## src/rtl/pb_pkg.sv

```systemverilog
`default_nettype none
// ============================================================================
//  Module      : pb_pkg
//  Description : Shared types and sizing helpers for the pushbutton
//                conditioner (channel state encoding, counter widths).
//  Revision    : 1.0 - initial release
// ============================================================================
package pb_pkg;

  // Per-channel debounce state. RELEASED/PRESSED are the settled levels,
  // the *_PEND states are qualifying a candidate level change.
  typedef enum logic [1:0] {
    RELEASED     = 2'd0,
    PRESS_PEND   = 2'd1,
    PRESSED      = 2'd2,
    RELEASE_PEND = 2'd3
  } pb_state_e;

  // Width of a counter that must hold every value 0..max_count inclusive.
  function automatic int cnt_width(input int max_count);
    if (max_count < 1) begin
      return 1;
    end
    return $clog2(max_count + 1);
  endfunction

endpackage : pb_pkg
`default_nettype wire

```

## src/rtl/pb_debounce_ch.sv

```systemverilog
`default_nettype none
// ============================================================================
//  Module      : pb_debounce_ch
//  Description : One pushbutton channel: 2-FF synchroniser, polarity
//                normalisation, debounce FSM with stability counter, hold
//                counter and registered level / press / release / long
//                strobes.
//  Revision    : 1.0 - initial release
// ============================================================================
module pb_debounce_ch
  import pb_pkg::*;
#(
  parameter int DEBOUNCE_CYCLES   = 500000,
  parameter int LONG_PRESS_CYCLES = 50000000,
  parameter bit ACTIVE_LOW        = 1'b1
) (
  input  logic clk,
  input  logic reset_n,
  input  logic pb_raw_i,
  output logic level_o,
  output logic level_next_o,
  output logic press_o,
  output logic release_o,
  output logic long_o
);

  localparam int                DB_W      = cnt_width(DEBOUNCE_CYCLES);
  localparam int                HOLD_W    = cnt_width(LONG_PRESS_CYCLES);
  localparam logic [DB_W-1:0]   DB_MAX    = DB_W'(DEBOUNCE_CYCLES);
  localparam logic [DB_W-1:0]   DB_ONE    = DB_W'(1);
  localparam logic [HOLD_W-1:0] HOLD_MAX  = HOLD_W'(LONG_PRESS_CYCLES);
  localparam logic [HOLD_W-1:0] HOLD_LAST = HOLD_W'(LONG_PRESS_CYCLES - 1);
  localparam logic [HOLD_W-1:0] HOLD_ONE  = HOLD_W'(1);
  // Pin level of an untouched button; the synchroniser resets to it so that
  // leaving reset never looks like an edge.
  localparam logic              IDLE_PIN  = ACTIVE_LOW;

  logic [1:0]        sync_q;
  pb_state_e         state_q, state_d;
  logic [DB_W-1:0]   cnt_q, cnt_d;
  logic [HOLD_W-1:0] hold_q, hold_d;
  logic              level_q, level_d;
  logic              press_q, press_d;
  logic              release_q, release_d;
  logic              long_q, long_d;

  logic              pin_pressed;
  logic [HOLD_W-1:0] hold_inc;
  logic              hold_hit;

  // Two-flop synchroniser bringing the asynchronous pin into the clk domain.
  always_ff @(posedge clk or negedge reset_n) begin
    if (!reset_n) begin
      sync_q <= {2{IDLE_PIN}};
    end else begin
      sync_q <= {sync_q[0], pb_raw_i};
    end
  end

  // Normalise to pressed = 1 regardless of board polarity.
  assign pin_pressed = ACTIVE_LOW ? ~sync_q[1] : sync_q[1];

  // The hold counter saturates at the long-press threshold; the strobe is
  // raised on the single step that lands on the threshold.
  assign hold_inc = (hold_q == HOLD_MAX) ? hold_q : (hold_q + HOLD_ONE);
  assign hold_hit = (hold_q == HOLD_LAST);

  // Next-state, counter and strobe decode for the channel FSM.
  always_comb begin
    state_d   = state_q;
    cnt_d     = cnt_q;
    hold_d    = hold_q;
    level_d   = level_q;
    press_d   = 1'b0;
    release_d = 1'b0;
    long_d    = 1'b0;

    case (state_q)
      RELEASED: begin
        if (pin_pressed) begin
          state_d = PRESS_PEND;
          cnt_d   = DB_ONE;
        end else begin
          cnt_d   = '0;
        end
      end

      PRESS_PEND: begin
        if (!pin_pressed) begin
          // Glitch: drop back silently.
          state_d = RELEASED;
          cnt_d   = '0;
        end else if (cnt_q == DB_MAX) begin
          state_d = PRESSED;
          cnt_d   = '0;
          hold_d  = '0;
          level_d = 1'b1;
          press_d = 1'b1;
        end else begin
          cnt_d   = cnt_q + DB_ONE;
        end
      end

      PRESSED: begin
        hold_d = hold_inc;
        long_d = hold_hit;
        if (!pin_pressed) begin
          state_d = RELEASE_PEND;
          cnt_d   = DB_ONE;
        end else begin
          cnt_d   = '0;
        end
      end

      RELEASE_PEND: begin
        if (pin_pressed) begin
          // Release bounce: the press continues, hold time keeps counting.
          state_d = PRESSED;
          cnt_d   = '0;
          hold_d  = hold_inc;
          long_d  = hold_hit;
        end else if (cnt_q == DB_MAX) begin
          // The press ends here, so a hold threshold reached on this same
          // edge does not count.
          state_d   = RELEASED;
          cnt_d     = '0;
          hold_d    = '0;
          level_d   = 1'b0;
          release_d = 1'b1;
        end else begin
          cnt_d  = cnt_q + DB_ONE;
          hold_d = hold_inc;
          long_d = hold_hit;
        end
      end

      default: begin
        state_d = RELEASED;
        cnt_d   = '0;
        hold_d  = '0;
        level_d = 1'b0;
      end
    endcase
  end

  // FSM state, counters and registered outputs.
  always_ff @(posedge clk or negedge reset_n) begin
    if (!reset_n) begin
      state_q   <= RELEASED;
      cnt_q     <= '0;
      hold_q    <= '0;
      level_q   <= 1'b0;
      press_q   <= 1'b0;
      release_q <= 1'b0;
      long_q    <= 1'b0;
    end else begin
      state_q   <= state_d;
      cnt_q     <= cnt_d;
      hold_q    <= hold_d;
      level_q   <= level_d;
      press_q   <= press_d;
      release_q <= release_d;
      long_q    <= long_d;
    end
  end

  assign level_o      = level_q;
  assign level_next_o = level_d;
  assign press_o      = press_q;
  assign release_o    = release_q;
  assign long_o       = long_q;

endmodule : pb_debounce_ch
`default_nettype wire

```

## src/rtl/pb_debounce.sv

```systemverilog
`default_nettype none
// ============================================================================
//  Module      : pb_debounce
//  Description : Multi-channel pushbutton conditioner. Replicates one
//                independent debounce channel per button and provides a
//                registered any-button-pressed flag.
//  Revision    : 1.0 - initial release
// ============================================================================
module pb_debounce
  import pb_pkg::*;
#(
  parameter int N_BTN             = 4,
  parameter int DEBOUNCE_CYCLES   = 500000,
  parameter int LONG_PRESS_CYCLES = 50000000,
  parameter bit ACTIVE_LOW        = 1'b1
) (
  input  logic             clk,
  input  logic             reset_n,
  input  logic [N_BTN-1:0] pb_raw,
  output logic [N_BTN-1:0] btn_level,
  output logic [N_BTN-1:0] btn_press,
  output logic [N_BTN-1:0] btn_release,
  output logic [N_BTN-1:0] btn_long,
  output logic             any_pressed
);

  logic [N_BTN-1:0] level_d;
  logic             any_pressed_q;

  generate
    for (genvar i = 0; i < N_BTN; i++) begin : g_ch
      pb_debounce_ch #(
        .DEBOUNCE_CYCLES   (DEBOUNCE_CYCLES),
        .LONG_PRESS_CYCLES (LONG_PRESS_CYCLES),
        .ACTIVE_LOW        (ACTIVE_LOW)
      ) u_ch (
        .clk          (clk),
        .reset_n      (reset_n),
        .pb_raw_i     (pb_raw[i]),
        .level_o      (btn_level[i]),
        .level_next_o (level_d[i]),
        .press_o      (btn_press[i]),
        .release_o    (btn_release[i]),
        .long_o       (btn_long[i])
      );
    end
  endgenerate

  // Registered OR of the next levels so any_pressed moves with btn_level.
  always_ff @(posedge clk or negedge reset_n) begin
    if (!reset_n) begin
      any_pressed_q <= 1'b0;
    end else begin
      any_pressed_q <= |level_d;
    end
  end

  assign any_pressed = any_pressed_q;

endmodule : pb_debounce
`default_nettype wire
```

## config.mk

```make
export PLATFORM = sky130hd
export DESIGN_NAME = pb_debounce
export DESIGN_NICKNAME = d
export VERILOG_FILES = /design/src/rtl/pb_pkg.sv /design/src/rtl/pb_debounce_ch.sv /design/src/rtl/pb_debounce.sv
export SDC_FILE = /design/constraint.sdc
export NUM_CORES = 1
export LEC_CHECK = 0
export ABC_CLOCK_PERIOD_IN_PS = 4650
export CORE_MARGIN = 2
export CORE_UTILIZATION = 60
export CTS_BUF_LIST = sky130_fd_sc_hd__clkbuf_2
export DETAILED_ROUTE_END_ITERATION = 10
export DONT_BUFFER_PORTS = 1
export PLACE_DENSITY = 0.77
export SLEW_MARGIN = 10
export SYNTH_ARGS = -nofsm -noshare
export SYNTH_HDL_FRONTEND = slang
export SYNTH_HIERARCHICAL = 1
export SYNTH_SLANG_ARGS = --single-unit
```

## constraint.sdc

```tcl
create_clock -name clk -period 4.65 [get_ports clk]
set_input_delay 0.6975 -clock clk [delete_from_list [all_inputs] [get_ports clk]]
set_output_delay 0.6975 -clock clk [all_outputs]
set_load 0.05 [all_outputs]
```

# Yosys cells after proc, flatten, opt, wreduce, memory -nomap -nowiden
# Cells that the tools add are included.
[totals]
ff_bits = 213
wordCells = 234
[classes]
muxes = 128
eq_ne = 48
n_reduce_logical = 17
add_sub_neg = 8
[ops]
columns = ["op", "count"]
rows = [
  ["$mux W26", 20],
  ["$pmux W26 S3", 4],
  ["$pmux W19 S4", 4],
  ["$mux W19", 12],
  ["$eq A26 B26 Y1 const B", 8],
  ["$add A26 B1 Y26 const B", 4],
  ["$add A19 B1 Y19 const B", 4],
  ["$eq A19 B19 Y1 const B", 4],
  ["$mux W1", 52],
  ["$mux W2", 24],
  ["$pmux W2 S4", 4],
  ["$eq A2 B2 Y1 const B", 8],
  ["$ne A2 B1 Y1 const B", 8],
  ["$ne A2 B2 Y1 const B", 8],
  ["$pmux W1 S2", 8],
  ["$reduce_and A4 Y1", 4],
  ["$ne A3 B1 Y1 const B", 4],
  ["$ne A3 B3 Y1 const B", 4],
  ["$reduce_and A3 Y1", 4],
  ["$reduce_bool A3 Y1", 4],
  ["$eq A2 B1 Y1 const B", 4],
  ["$logic_not A2 Y1", 4],
  ["$reduce_or A4 Y1", 1],
]

# Logic depth before layout (Yosys ltp)
# Gate-level depths: netlist (run 1).
[depth]
depth_word = 5
ltp_mapped = 9

# Modules after synthesis
# Netlist (run 1), hierarchy kept.
[by_module_without_submodules]
columns = ["mod", "cells_each", "area_each_um2", "seq_area_each_um2", "n_inst"]
rows = [
  ["pb_debounce_ch (g_ch[1].u_ch ...)", 306, 2936.6, 1328.8, 2],
  ["pb_debounce_ch (g_ch[0].u_ch)", 312, 2887.8, 1328.8, 1],
  ["pb_debounce_ch (g_ch[3].u_ch)", 304, 2831.5, 1328.8, 1],
  ["pb_debounce", 2, 32.5, 25.0, 1],
]

# Worst setup path after synthesis (run 1)
# OpenSTA, ideal clock, no wires.
[synth_path]
path_type = "register to register"
startpoint = "register g_ch[1].u_ch.cnt_q[0]"
endpoint = "register any_pressed_q, in the netlist any_pressed"
path_buffers = 0
required_ns = 4.511
setup_slack_ns = 2.083
arrival_ns = 2.429
synth_period_minus_slack_ns = 2.567
stages_incl_launch_ff = 9
path_cell_list = "dfrtp_1 inv_1 ha_1 or4b_4 nor4b_4 nand3_1 nand2_1 o311ai_0 or4_1"
[synth_between]
elab_chain_cells = 5
[synth_rtl]
columns = ["item", "line", "text"]
rows = [
  ["from (decl)", "pb_debounce_ch.sv:40", "logic [DB_W-1:0] cnt_q, cnt_d;"],
  ["from (signal assigned)", "pb_debounce_ch.sv:158", "cnt_q <= cnt_d;"],
  ["$eq A19 B19 Y1 *", "pb_debounce_ch.sv:93, pb_debounce_ch.sv:122", ""],
  ["$mux W1 (on tied branches)", "pb_debounce_ch.sv:122, pb_debounce_ch.sv:93", ""],
  ["$mux W1 (on tied branches)", "pb_debounce_ch.sv:116, pb_debounce_ch.sv:89", ""],
  ["$pmux W1 S2 *", "pb_debounce_ch.sv:78", "case (state_q)"],
  ["net level_d[1]", "pb_debounce.sv:27", "logic [N_BTN-1:0] level_d;"],
  ["$reduce_or A4 Y1 *", "pb_debounce.sv:54", "any_pressed_q <= |level_d;"],
  ["to (signal assigned)", "pb_debounce.sv:54", ""],
  ["to (decl)", "pb_debounce.sv:28", "logic any_pressed_q;"],
]
# Mark *: on every way through the listed nets, which the timed path passes. The rest lies on a longest branch.
# A chain may end at the register's enable or synchronous reset.

# Worst setup path in the final report (run 1)
[layout_path]
startpoint = "register g_ch[1].u_ch.cnt_q[1]"
endpoint = "register g_ch[1].u_ch.hold_q[1]"
[layout_between]
elab_chain_cells = 4
[layout_rtl]
columns = ["item", "line", "text"]
rows = [
  ["$eq A19 B19 Y1 *", "pb_debounce_ch.sv:93, pb_debounce_ch.sv:122", ""],
  ["$mux W26", "pb_debounce_ch.sv:122", "end else if (cnt_q == DB_MAX) begin"],
  ["$mux W26", "pb_debounce_ch.sv:116", "if (pin_pressed) begin"],
  ["$pmux W26 S3", "pb_debounce_ch.sv:78", ""],
  ["to (signal assigned)", "pb_debounce_ch.sv:159", "hold_q <= hold_d;"],
  ["to (decl)", "pb_debounce_ch.sv:41", "logic [HOLD_W-1:0] hold_q, hold_d;"],
]
# Every way passes the cells marked *; elsewhere a longest branch is shown, timed or not.

==> results.md, run 1 <==
* Status: complete, but fails checks
* Violated checks: negative hold slack
* Clock power share at 40.0%
* Drt wl/cell at 15.82 um
* Post-CTS setup buffer count at 0
* Vias in the first global route at 8950
* CTS tree: yes
* Final Max Tran Viols at 0
* Clock Sinks at 213
* Final setup fails at 0
* Setup WS post-layout at 1.680 ns
* Initial antenna violation count at 1
* FF+latch area at 5340 sq um
* Worst Path Required at 5.35 ns
* Seq cells post-synth at between 200 and 250
* Met1 Track Usage GR at 34.14%
* Part of the power in registers at between 50% and 60%
* Mux share of post-synthesis cell area at 1.378%
* Die area at 20500 sq um
* Placer Congestion at 0.8360
* Min-delay worst type: in -> async
* Final non-filler cell total at 1553
* Worst slew pin tran at between 1 and 1.5 ns
* Syn Area/Cell at approximately 9.5 sq um
* Setup TNS at 0 ns
* CTS resizes at 0
* Core Area at 18830 sq um
* Xor/xnor share of the synthesized area at 5.952%
* CP Launch Point: g_ch[1].u_ch/cnt_q[1]
* Psw at approximately 0.00081 W
* Post-Route WL at 24560 um
* # H-tree levels at 2
* # IOs at 23
* Simple-gate share of the synthesized area at 28.73%
* WS Path Type: reg -> reg
* Post-synthesis sequential area ratio at between 40% and 50%
* Yosys cell types at slightly below 80
* Reg2Reg Depth at 7
* DR pass1 iterations at 7
* CTS Buf Count at 55
* Pwr/cell area at 261.1 nW/um^2
* Yosys warnings at 6
* P_int at 0.002393 W
* Critical Path Fanout Max at 26
* Starting Density at about three fifths
* Worst setup SP type: flip-flop
* First-pass GRT wire length at between 40000 and 50000 um
* Via density at 6.089
* Tcrit/Tclk final at ~64%
* Async set or reset register ratio after synthesis at 100.0%
* Switching Fraction at between 20% and 30%
* Bufs on Longest Clock Path at 3
* F_max at 336.7 MHz
* VDD IR max at 182.3 uV
* Layout Area Growth over Synthesis at 5.672%
* DRT iter0 DRCs at 756
* RSZ-0062 raised after global routing: no
* Remaining antenna violation count at 0
* Post-CTS Hold Buffers at 4
* Max_cap viols at 0
* # fillers at 1551
* Die width at between 100 and 150 um
* Relative slew margins at 27.66%
* Hold slack at -0.4351 ns
* CTS clk-pin slew, worst paths at 0.10 ns
* GR Util met3 at 4.661%
* Main flop type after synthesis: dfrtp_1
* Largest family of logic cells by synthesized area: simple AND/OR/NAND/NOR gates
* Largest net degree at the start of global routing at ~210
* R2R Setup Slk at 1.68 ns
* Share of layout cells above drive strength 1 at around a tenth
* Post-Synth Adder-Cell Area at ~1.7%
* Vias at ~9500
* Leakage power total at slightly above 5 nW
* Post-synth top area cell: dfrtp_1
* Worst r2r src: g_ch[1].u_ch/cnt_q[1]
* Final min period at 2.970 ns
* Post-synth EDFFs at 0
* Top-count cell post-synth: dfrtp_1
* Share of the synthesized area in the top cell type at ~44%
* Comb pwr share at between 1 and 1.5%
* Final hold vios at 213
* IO Port Bufs at 0
* Worst R2R End: g_ch[1].u_ch/hold_q[1]
* Setup Skew at 0.05230 ns
* Nets at 1269
* Mapped Area at between 10000 and 15000 sq um
* Clock Latency Late Sink at 0.83 ns
* CP Capture Point: g_ch[1].u_ch/hold_q[1]
* Synth top area cells: dfrtp_1 (44%), nor2_1 (4.2%), nand2_1 (3.7%)
* Layer with the highest usage: met2
* Multi-input logic area at a little under 6000 sq um
* Mapped Nets at around 1300
* Row cnt at 50
* CP Capture Type: flip-flop
* Clk root buf: clkbuf_2
* DRC at 0
* Most common library cells after synthesis: dfrtp_1 (205), nor2_1 (130), nand2_1 (114)
* Gr ovfl total at 0
* Die Ht at 143.2 um
* Post-synthesis compound-gate area fraction at 12.66%
* Pre-CTS setup slack at 1.736 ns
* Met2 Resource Use GR at about two fifths
* Total global routing track utilization at 24.72%
* Syn Inst Count at roughly 1200
* Placed Instances at 1446
* CP arrival at 3.67 ns
* Post-DP HPWL at 15700 um
kinds of logic (layout without fill, tap and decap cells):
group,count (synthesis),after routing
xor+xnor,79,79
other cells,0,2
flops,213,213
mux,16,16
fa+ha+maj,16,16
compound gates,210,210
simple gates,602,602
buf+inv,94,155
routing by layer:
metal	routed length, um	part of all wire [%]	up-vias
met4	495	2.0	0
met5	0	0	-
met3	1041	4.2	47
met2	11550	47	210
li1	-	-	4589
met1	11470	47	4610
power groups by stage:
stage | clock (W) | sequential (W) | combinational, W
global placement | 0 | 0.00192 | 0.0000390
CTS | 0.00135 | 0.00188 | 0.0000427
global route | 0.00144 | 0.00188 | 0.0000478
detailed placement | 0 | 0.00192 | 0.0000399
finish | 0.00128 | 0.00188 | 0.0000429
floorplan | 0 | 0.00191 | 0.0000417
cell type report:
type	instances	area share, %
Tap cell	260	2.648
Antenna cell	2	0.04074
Inverter	50	1.528
Multi-Input combinational cell	923	47.88
Sequential cell	213	43.47
Clock inverter	23	0.9269
Clock buffer	78	3.178
Timing Repair Buffer	4	0.3259
stage by stage:
step | cell area (sq um) | total power, W | hold slack, ns | utilization, %
2_1_floorplan | 11620 | 0.001950 | 0.3452 | -
3_3_place_gp | 11720 | 0.001955 | 0.3462 | 62.26
3_5_place_dp | 11720 | 0.001957 | 0.3472 | 62.26
4_1_cts | 12270 | 0.003271 | -0.5410 | 65.15
5_1_grt | 12280 | 0.003373 | -0.5250 | 65.24
6_report | 12280 | 0.003207 | -0.4351 | 65.24
flip-flops by register name, indices dropped and copies added, names as in the netlist, named ones only:
name and count:
g_ch.u_ch/hold_q 104, g_ch.u_ch/cnt_q 76, g_ch.u_ch/sync_q 8, g_ch.u_ch/level_o 4, g_ch.u_ch/long_o 4, g_ch.u_ch/press_o 4
g_ch.u_ch/release_o 4, g_ch.u_ch/state_q 4, any_pressed 1
worst min path at each step:
stage                                       from                      end  slack (ns)  cells after the start
final                                    reset_n   g_ch[1].u_ch/hold_q[3]       -0.44                      0
after global routing                     reset_n     g_ch[1].u_ch/level_o       -0.53                      0
after CTS                                reset_n  g_ch[2].u_ch/hold_q[13]       -0.54                      0
after detailed placement  g_ch[1].u_ch/sync_q[0]   g_ch[1].u_ch/sync_q[1]        0.35                      0
after global placement    g_ch[2].u_ch/sync_q[0]   g_ch[2].u_ch/sync_q[1]        0.35                      0
after floorplan           g_ch[0].u_ch/sync_q[0]   g_ch[0].u_ch/sync_q[1]        0.35                      0
worst max-delay path, stage by stage, from the launching register on:
cell and delay, ns:
dfrtp_1 0.45, inv_1 0.08, ha_1 0.15, or4b_4 0.47, nor4b_4 0.45, a41oi_2 0.62
and2_1 0.38, a22o_1 0.23
layout by cell type (no fill, tap or decap), types with 31 or more instances in the layout:
cell / synthesis / final
dfrtp_1: 205 / 205
nor2_1: 130 / 130
nand2_1: 114 / 114
clkbuf_2: 1 / 78
nand3_1: 74 / 74
nand4_1: 64 / 64
inv_1: 50 / 50
a21oi_1: 47 / 47
o21ai_0: 44 / 44
xor2_1: 42 / 42
xnor2_1: 37 / 37
nor3_1: 35 / 35
a31oi_1: 31 / 31
No activity file was read; power rests on OpenSTA's default activity.
==> run 2: changes to the inputs <==
--- a/config.mk
+++ b/config.mk
@@ -5,7 +5,7 @@
 export SDC_FILE = /design/constraint.sdc
 export NUM_CORES = 1
 export LEC_CHECK = 0
-export ABC_CLOCK_PERIOD_IN_PS = 4650
+export ABC_CLOCK_PERIOD_IN_PS = 2800
 export CORE_MARGIN = 2
 export CORE_UTILIZATION = 60
 export CTS_BUF_LIST = sky130_fd_sc_hd__clkbuf_2
==> constraint.sdc (replaced) <==
create_clock -name clk -period 2.8 [get_ports clk]
set_input_delay 0.42 -clock clk [delete_from_list [all_inputs] [get_ports clk]]
set_output_delay 0.42 -clock clk [all_outputs]
set_load 0.05 [all_outputs]
==> run 2 against run 1 <==
Against the previous run: the run still ends with negative hold slack left; critical path depth rose by 2; combinational power rose by 85%; wire length barely moved; critical path type unchanged; critical endpoint is now g_ch[2].u_ch/hold_q[13]; largest cell class unchanged.
==> results.md, run 2 (synthesized netlist as in run 1, its figures left out) <==
* CTS resizes at 0 (unchanged)
* Commonest non-fill, non-tap cell in the layout: dfrtp_1
* Share of layout cells above drive strength 1 at 12.56% (+1.9 points)
* Setup Skew at 0.06539 ns (+0.01309 ns)
* Hold slack at -0.7073 ns (-0.2722 ns)
* Comb pwr share at 1.5% (+0.2 points)
* # H-tree levels at 2 (unchanged)
* Clock Sinks at 213 (unchanged)
* Initial antenna violation count at 1 (unchanged)
* Nets at 1294 (+2.0%)
* Post-CTS setup buffer count at 0 (unchanged)
* Bufs on Longest Clock Path at 3 (unchanged)
* Top delay family on crit path: simple AND/OR/NAND/NOR gates
* Total global routing track utilization at 24.80% (+0.083 points)
* Cell area after layout at 12440 sq um (+1.2%)
* Pwr/cell area at 422.5 nW/um^2 (+62%)
* Vias at 9543 (+0.92%)
* Clock Latency Late Sink at 0.85 ns (+0.02 ns)
* Sum of buffers and inverters on the critical path at 3 (+2)
* Violated checks: negative hold slack
* Status: complete, but fails checks
* Final min period at 2.540 ns (-0.4296 ns)
* DR pass1 iterations at 6 (-1)
* Psw at 0.001350 W (+66%)
* Tcrit/Tclk final at 90.72% (+27 points)
* Most frequent cells in the layout: dfrtp_1 (205), nor2_1 (130), nand2_1 (114), clkbuf_2 (81), nand3_1 (74)
* Min-delay worst type: in -> async
* CTS tree: yes
* Worst Path Required at 3.47 ns (-1.88 ns)
* Final hold vios at 213 (unchanged)
* CTS Buf Count at 55 (unchanged)
* Reg with most FFs: g_ch.u_ch/hold_q
* Post-DP HPWL at 15990 um (+1.9%)
* Part of the power in registers at 59.4% (+0.7 points)
* CP most frequent cell: buf_4
* Vias in the first global route at 8977 (+0.30%)
* Worst slew pin tran at 0.7675 ns (-0.3175 ns)
* DRC at 0 (unchanged)
* Slowest-stage cell, CP: or4b_4
* Switching Fraction at 25.68% (+0.30 points)
* Post-CTS Hold Buffers at 4 (unchanged)
* Starting Density at 61.73% (unchanged)
* IO Port Bufs at 0 (unchanged)
* F_max at 393.7 MHz (+17%)
* Max stage delay on crit path at 0.47 ns (-0.15 ns)
* Largest net degree at the start of global routing at 214 (unchanged)
* Final setup fails at 0 (unchanged)
* Post-Route WL at 24550 um (about the same)
* DRT iter0 DRCs at 602 (-20%)
* Setup TNS at 0 ns (unchanged)
* Layout Area Growth over Synthesis at 6.985%
* Die width at 143.2 um (unchanged)
* Largest regs: g_ch.u_ch/hold_q x104, g_ch.u_ch/cnt_q x76, g_ch.u_ch/sync_q x8
* Leakage power total at 5.270 nW (+2.4%)
* Drt wl/cell at 15.59 um (-1.5%)
* Clk root buf: clkbuf_2
* CP Capture Type: flip-flop
* P_int at 0.003905 W (+63%)
* Row cnt at 50 (unchanged)
* Relative slew margins at 48.83% (+21 points)
* Max FFs per register at 104 (unchanged)
* Die Ht at 143.2 um (unchanged)
* Final Max Tran Viols at 0 (unchanged)
* CTS clk-pin slew, worst paths at 0.12 ns (+0.02 ns)
* RSZ-0062 raised after global routing: no
* CP cell instances: inv_1, ha_1, or4b_4, nor4b_4, a41oi_2, buf_4, buf_4, a21oi_1, mux2i_1
* CP arrival at 3.21 ns (-0.46 ns)
* Clock power share at 39.1% (-0.9 points)
* WS Path Type: reg -> reg
* Worst setup SP type: flip-flop
* # IOs at 23 (unchanged)
* Remaining antenna violation count at 0 (unchanged)
* Critical Path Fanout Max at 12 (-54%)
* Area post-placement at 11900 sq um (+1.5%)
* Max_cap viols at 0 (unchanged)
* First-pass GRT wire length at 42480 um (+0.51%)
* Die area at 20500 sq um (unchanged)
* VDD IR max at 264.0 uV (+45%)
* Gr ovfl total at 0 (unchanged)
* Placer Congestion at 0.8429 (+0.83%)
* Core Area at 18830 sq um (unchanged)
* Via density at 6.059 (-0.49%)
run 2: path summary, 6_finish.rpt:
kind | startpoint | to | slack [ns] | cells after the start
min in group clk | pb_raw[1] | g_ch[1].u_ch/sync_q[0] | 0.11 | 1
min reg2reg | g_ch[0].u_ch/sync_q[0] | g_ch[0].u_ch/sync_q[1] | 0.37 | 0
max in group asynchronous | reset_n | g_ch[3].u_ch/sync_q[0] | 3.14 | 0
max | g_ch[2].u_ch/cnt_q[1] | g_ch[2].u_ch/hold_q[13] | 0.26 | 9
min | reset_n | g_ch[3].u_ch/release_o | -0.71 | 0
max reg2reg | g_ch[2].u_ch/cnt_q[1] | g_ch[2].u_ch/hold_q[13] | 0.26 | 9
run 2: area by class of cell:
class / count / area, sq um
fillers: 1559 / 6394
multi-input cells: 923 / 5871
flip-flops and latches: 213 / 5340
clock buffers: 81 / 405.4
well taps: 260 / 325.3
repair buffers: 29 / 230.2
inverters: 50 / 187.7
clock inverters: 18 / 75.07
diodes: 1 / 2.502
run 2: power by group through the flow:
stage          Sequential (W)  Combinational (W)  Clock [W]
2_1_floorplan         0.00317          0.0000692          0
3_3_place_gp          0.00318          0.0000715          0
3_5_place_dp          0.00318          0.0000742          0
4_1_cts               0.00312          0.0000788    0.00215
5_1_grt               0.00313          0.0000887    0.00232
6_report              0.00312          0.0000793    0.00205
run 2: metrics by stage:
stage	utilization, %	total power [W]	cells	worst slack (ns)
3_5_place_dp	63.22	0.003255	1470	0.2850
2_1_floorplan	-	0.003238	1230	0.2325
4_1_cts	65.98	0.005349	1573	0.2689
6_report	66.05	0.005255	1575	0.2600
5_1_grt	66.05	0.005538	1575	0.08314
3_3_place_gp	63.22	0.003251	1470	0.3545
run 2: worst register-to-register path, delay by kind of cell (launching register included):
kind,cells,cell delay [ns]
adders and majority gates,1,0.14
DFF,1,0.44
muxes,1,0.10
AOI/OAI and AO/OA,2,0.45
and+or+nand+nor,2,0.76
buffers and inverters,3,0.50
run 2: routing by layer:
metal  part of all wire, %  GRT usage, %  vias to the layer above
met2                    47         39.74                      228
met3                   4.6         5.064                       42
met4                   1.8         7.400                        0
met1                    47         34.23                     4636
li1                      -             -                     4637
met5                     0             0                        -
